**src/rtl/sram_like_arbiter.sv**
```systemverilog
// Two-master (inst/data) to one-slave arbiter for the sram-like bus.
// One transaction in flight; grant held from request acceptance until data_ok.
module sram_like_arbiter #(
  parameter int DATA_PRIORITY = 1
) (
  input  logic        clk,
  input  logic        rst,
  // instruction master
  input  logic        inst_req,
  input  logic        inst_wr,
  input  logic [1:0]  inst_size,
  input  logic [31:0] inst_addr,
  input  logic [31:0] inst_wdata,
  output logic        inst_addr_ok,
  output logic        inst_data_ok,
  output logic [31:0] inst_rdata,
  // data master
  input  logic        data_req,
  input  logic        data_wr,
  input  logic [1:0]  data_size,
  input  logic [31:0] data_addr,
  input  logic [31:0] data_wdata,
  output logic        data_addr_ok,
  output logic        data_data_ok,
  output logic [31:0] data_rdata,
  // slave port
  output logic        req,
  output logic        wr,
  output logic [1:0]  size,
  output logic [31:0] addr,
  output logic [31:0] wdata,
  input  logic        addr_ok,
  input  logic        data_ok,
  input  logic [31:0] rdata,
  output logic        busy
);

  typedef enum logic [1:0] {
    ST_IDLE = 2'd0,
    ST_ADDR = 2'd1,
    ST_DATA = 2'd2
  } state_t;

  state_t r_state;
  logic   r_owner;   // 0 = inst, 1 = data
  logic   r_last;
  logic   r_busy;

  logic w_idle;
  logic w_sel;
  logic w_sel_req;
  logic w_req;
  logic w_accept;
  logic w_beat;

  assign w_idle = (r_state == ST_IDLE);

  always_comb begin
    // NOTE: default first so every path assigns w_sel and no latch is inferred.
    w_sel = r_owner;
    if (w_idle) begin
      if (inst_req && data_req) begin
        w_sel = (DATA_PRIORITY != 0) ? 1'b1 : ~r_last;
      end else begin
        w_sel = data_req;
      end
    end
  end

  assign w_sel_req = w_sel ? data_req : inst_req;
  assign w_req     = rst & (r_state != ST_DATA) & w_sel_req;
  assign w_accept  = w_req & addr_ok;
  // A beat in IDLE is only real when its address is accepted in the same cycle.
  assign w_beat    = rst & data_ok & (w_idle ? w_accept : 1'b1);

  assign req   = w_req;
  assign wr    = rst & (w_sel ? data_wr : inst_wr);
  assign size  = {2{rst}}  & (w_sel ? data_size  : inst_size);
  assign addr  = {32{rst}} & (w_sel ? data_addr  : inst_addr);
  assign wdata = {32{rst}} & (w_sel ? data_wdata : inst_wdata);

  assign inst_addr_ok = w_accept & ~w_sel;
  assign data_addr_ok = w_accept &  w_sel;
  assign inst_data_ok = w_beat   & ~w_sel;
  assign data_data_ok = w_beat   &  w_sel;
  assign inst_rdata   = {32{rst}} & rdata;
  assign data_rdata   = {32{rst}} & rdata;

  assign busy = r_busy;

  // NOTE: sequential state uses non-blocking assignments only.
  always_ff @(posedge clk or negedge rst) begin
    if (!rst) begin
      r_state <= ST_IDLE;
      r_owner <= 1'b0;
      r_last  <= 1'b0;
      r_busy  <= 1'b0;
    end else begin
      case (r_state)
        ST_IDLE: begin
          if (w_sel_req) begin
            if (!addr_ok) begin
              r_owner <= w_sel;
              r_state <= ST_ADDR;
              r_busy  <= 1'b1;
            end else if (!data_ok) begin
              r_owner <= w_sel;
              r_state <= ST_DATA;
              r_busy  <= 1'b1;
            end else begin
              r_last  <= w_sel;
            end
          end
        end
        ST_ADDR: begin
          // Owner withdrawing its request before addr_ok abandons the transaction.
          if (!w_sel_req) begin
            r_state <= ST_IDLE;
            r_busy  <= 1'b0;
          end else if (addr_ok) begin
            if (data_ok) begin
              r_state <= ST_IDLE;
              r_busy  <= 1'b0;
              r_last  <= r_owner;
            end else begin
              r_state <= ST_DATA;
            end
          end
        end
        ST_DATA: begin
          if (data_ok) begin
            r_state <= ST_IDLE;
            r_busy  <= 1'b0;
            r_last  <= r_owner;
          end
        end
        default: begin
          r_state <= ST_IDLE;
          r_busy  <= 1'b0;
        end
      endcase
    end
  end

endmodule

```
**config.mk**
```make
export PLATFORM = sky130hd
export DESIGN_NAME = sram_like_arbiter
export DESIGN_NICKNAME = d
export VERILOG_FILES = /design/src/rtl/sram_like_arbiter.sv
export SDC_FILE = /design/constraint.sdc
export NUM_CORES = 1
export LEC_CHECK = 0
export ABC_CLOCK_PERIOD_IN_PS = 2400
export CORE_AREA = 2 2 121 123
export DETAILED_ROUTE_END_ITERATION = 7
export DIE_AREA = 0 0 123 125
export GPL_ROUTABILITY_DRIVEN = 0
export PLACE_DENSITY = 0.68
export SYNTH_ARGS = -nofsm -noshare
export SYNTH_HDL_FRONTEND = slang
export SYNTH_SLANG_ARGS = --single-unit
```
**constraint.sdc**
```tcl
create_clock -name clk -period 2.4 [get_ports clk]
set_input_delay 0.36 -clock clk [delete_from_list [all_inputs] [get_ports clk]]
set_output_delay 0.36 -clock clk [all_outputs]
set_load 0.02 [all_outputs]
```
==> results.cfg <==
[layout]
seq_area_um2 = 100
final_cell_mix = clkdlybuf4s50_1 (234), nand3_1 (68), a21boi_1 (67), o21ai_0 (63), dlygate4sd2_1 (41)
final_core_util_pct = 37.7
multi_input_area_um2 = 1650
fill_cells = 1514
drive_gt1_share_pct = 9.77
final_common_cell = clkdlybuf4s50_1
area_growth_pct = 146
n_antenna_cell = 0
nets = 788

[yosys]
synth_edf_count = 0
synth_top_area_cell = a21boi_1
ys_warn_count = 0
yosysTopAreaCellShare_pct = 23.1
ys_async_sr_fraction_pct = 100
syn_area_per_cell_um2 = 6.18
synth_cell_type_count = 33
yosys-top-cells-area = a21boi_1 (23%), nand3_1 (16%), o21ai_0 (14%)
synth-seq-cells = 4
synth-main-ff-cell = dfrtp_1
synth_area_um2 = 2180
syn-num-nets = 524
yosysSeqAreaShare_pct = 4.60
postSynthCellCount = 352

[sta]
hold_viol = 0
tightest_slew_ns = 0.360
period_share_pct = 96.9
relSlewSlack_pct = 75.9
rsz0062_at_grt = false
finalSetupViolations = 0
clock_skew_ns = 0.00142
slew_violations = 0
finalSetupTns_ns = 0
min_period_ns = 2.33
fmax_mhz = 430

[critical_path]
crit_path_start_kind = flop
r2r-start = r_state[0]
r2r_setup_slack_ns = 1.01
critical-path-top-delay-family = buffers and inverters
reg2reg_depth = 4
cp.arrival_ns = 1.97
r2r_end = r_owner
crit_path_cell_trace = buf_4 > o21ai_4 > buf_12 > nand3_1 > a21boi_1 > clkdlybuf4s15_2
critPathRequiredTime_ns = 2.04
slowest_stage = dfrtp_1
slowest_delay_ns = 0.49
critPathMaxFanout = 26
endpoint_kind = output pin
path_class = reg2out
critPathBufInv = 3

[outcome]
status = complete, no violations

[floorplanning]
die_x_um = 123
coreArea_um2 = 14200
die-area_um2 = 15400
initial_core_util_pct = 15.3
fp-row-count = 44
die_h_um = 125
ios = 309

[drt]
drc = 0
vias = 3534
drtPass1Iterations = 4
drt_iter0_markers = 125
vias_per_cell = 4.43
drt-total-wl_um = 12600
ant_nets = 0
wire_per_inst_um = 15.7

[clocking]
cts_root_buf = clkbuf_16
cts_made_buffers = 3
cts_sinks = 4
htree_levels = 1
clk_pin_slew_ns = 0.03
cts_tree = yes
clockBufferDepth = 2
clock_latency_ns = 0.22

[power]
p_sw_mw = 0.889
swShare_pct = 44.8
seqPwrFrac_pct = 5.3
total_leakage_power_nw = 2.20
p_int_mw = 1.10
power.share.clock_pct = 13.2
comb_power_share_pct = 81.5
peakVddDrop_mv = 0.374
power_density_nw_per_um2 = 371

[global_routing]
antenna_found_initial = 0
grt_max_degree = 66
grt_pass1_wl_um = 19300
grt_usage_pct = 15.3
grt_overflow = 0
grt_pass1_vias = 3511

[job]
drv_cap = 0

[place]
io_buffer_count = 308
hpwl_um = 9600

[hold_path]
hold_path_class = in2async
-- how the worst max path moves through the flow --
stage,startpoint,end,cells past startpoint
after floorplan,data_req,inst_addr_ok,4
after global placement,data_req,wdata[12],6
after detailed placement,data_req,wdata[12],6
after CTS,data_req,addr[16],8
after global routing,r_state[0],addr[3],6
final,r_state[0],size[0],6
-- per-stage QoR --
step / instances / setup slack [ns] / hold slack [ns] / cell area (um^2) / total power [mW]
after floorplan: 352 / 0.416 / 0.0644 / 2180 / 0.926
after global placement: 790 / -0.389 / 0.200 / 5330 / 1.80
after detailed placement: 790 / -0.387 / 0.201 / 5330 / 1.80
after CTS: 798 / 0.00102 / 0.169 / 5340 / 2.00
after global routing: 798 / 0.00112 / 0.184 / 5360 / 2.12
final: 798 / 0.0748 / 0.165 / 5360 / 1.98
-- state kept, by name (all words and copies together), names as in the netlist --
register / cells
r_owner: 1
r_state: 2
busy: 1
-- cell usage after synthesis, types with 2 or more instances --
| master | n |
|---|---|
| nor2_1 | 2 |
| clkbuf_1 | 26 |
| buf_6 | 4 |
| nor2b_1 | 2 |
| a21oi_1 | 2 |
| o21a_1 | 3 |
| nand2_1 | 4 |
| o21ai_0 | 63 |
| dfrtp_1 | 4 |
| buf_4 | 33 |
| a21boi_1 | 67 |
| nand2b_1 | 2 |
| o21ai_1 | 8 |
| buf_2 | 9 |
| a31oi_1 | 2 |
| nand3_1 | 68 |
| inv_1 | 4 |
| and2_1 | 33 |
| buf_1 | 2 |
-- power groups by stage --
stage	combinational (mW)	sequential (mW)	clock, mW
3_3_place_gp	1.70	0.104	0
4_1_cts	1.63	0.104	0.264
2_1_floorplan	0.823	0.103	0
3_5_place_dp	1.70	0.104	0
5_1_grt	1.75	0.107	0.268
6_report	1.62	0.105	0.261
-- layer usage --
layer	global-route usage (%)	part of all wire, %	up-vias
met5	0	0	-
met1	20.1	43	1599
met4	2.14	1.3	0
met2	26.5	48	173
met3	2.60	8.0	12
li1	-	-	1750
-- cells by family after synthesis --
group | synth area share, %
flip-flops | 4.60
buffers and inverters | 21.0
multiplexers | 0.517
AO/OA/AOI/OAI | 44.1
AND/OR/NAND/NOR | 29.7
-- layout make-up --
class                           count  share of cell area (%)
Clock buffer                        3                    1.40
Sequential cell                     4                    1.87
Tap cell                          184                    4.30
Inverter                            4                   0.280
Timing Repair Buffer              333                    61.4
Multi-Input combinational cell    270                    30.7
-- repair_timing --
item | CTS | global route
setup buffers | 3 | 0
gates resized for setup | 145 | 11
hold buffers | 1 | 0
endpoints found under the hold margin | 2 | 0
pin swaps | 3 | 3
setup endpoints to repair | 70 | 64
cloned | 1 | 0
Power figures use the tool's default switching activity.
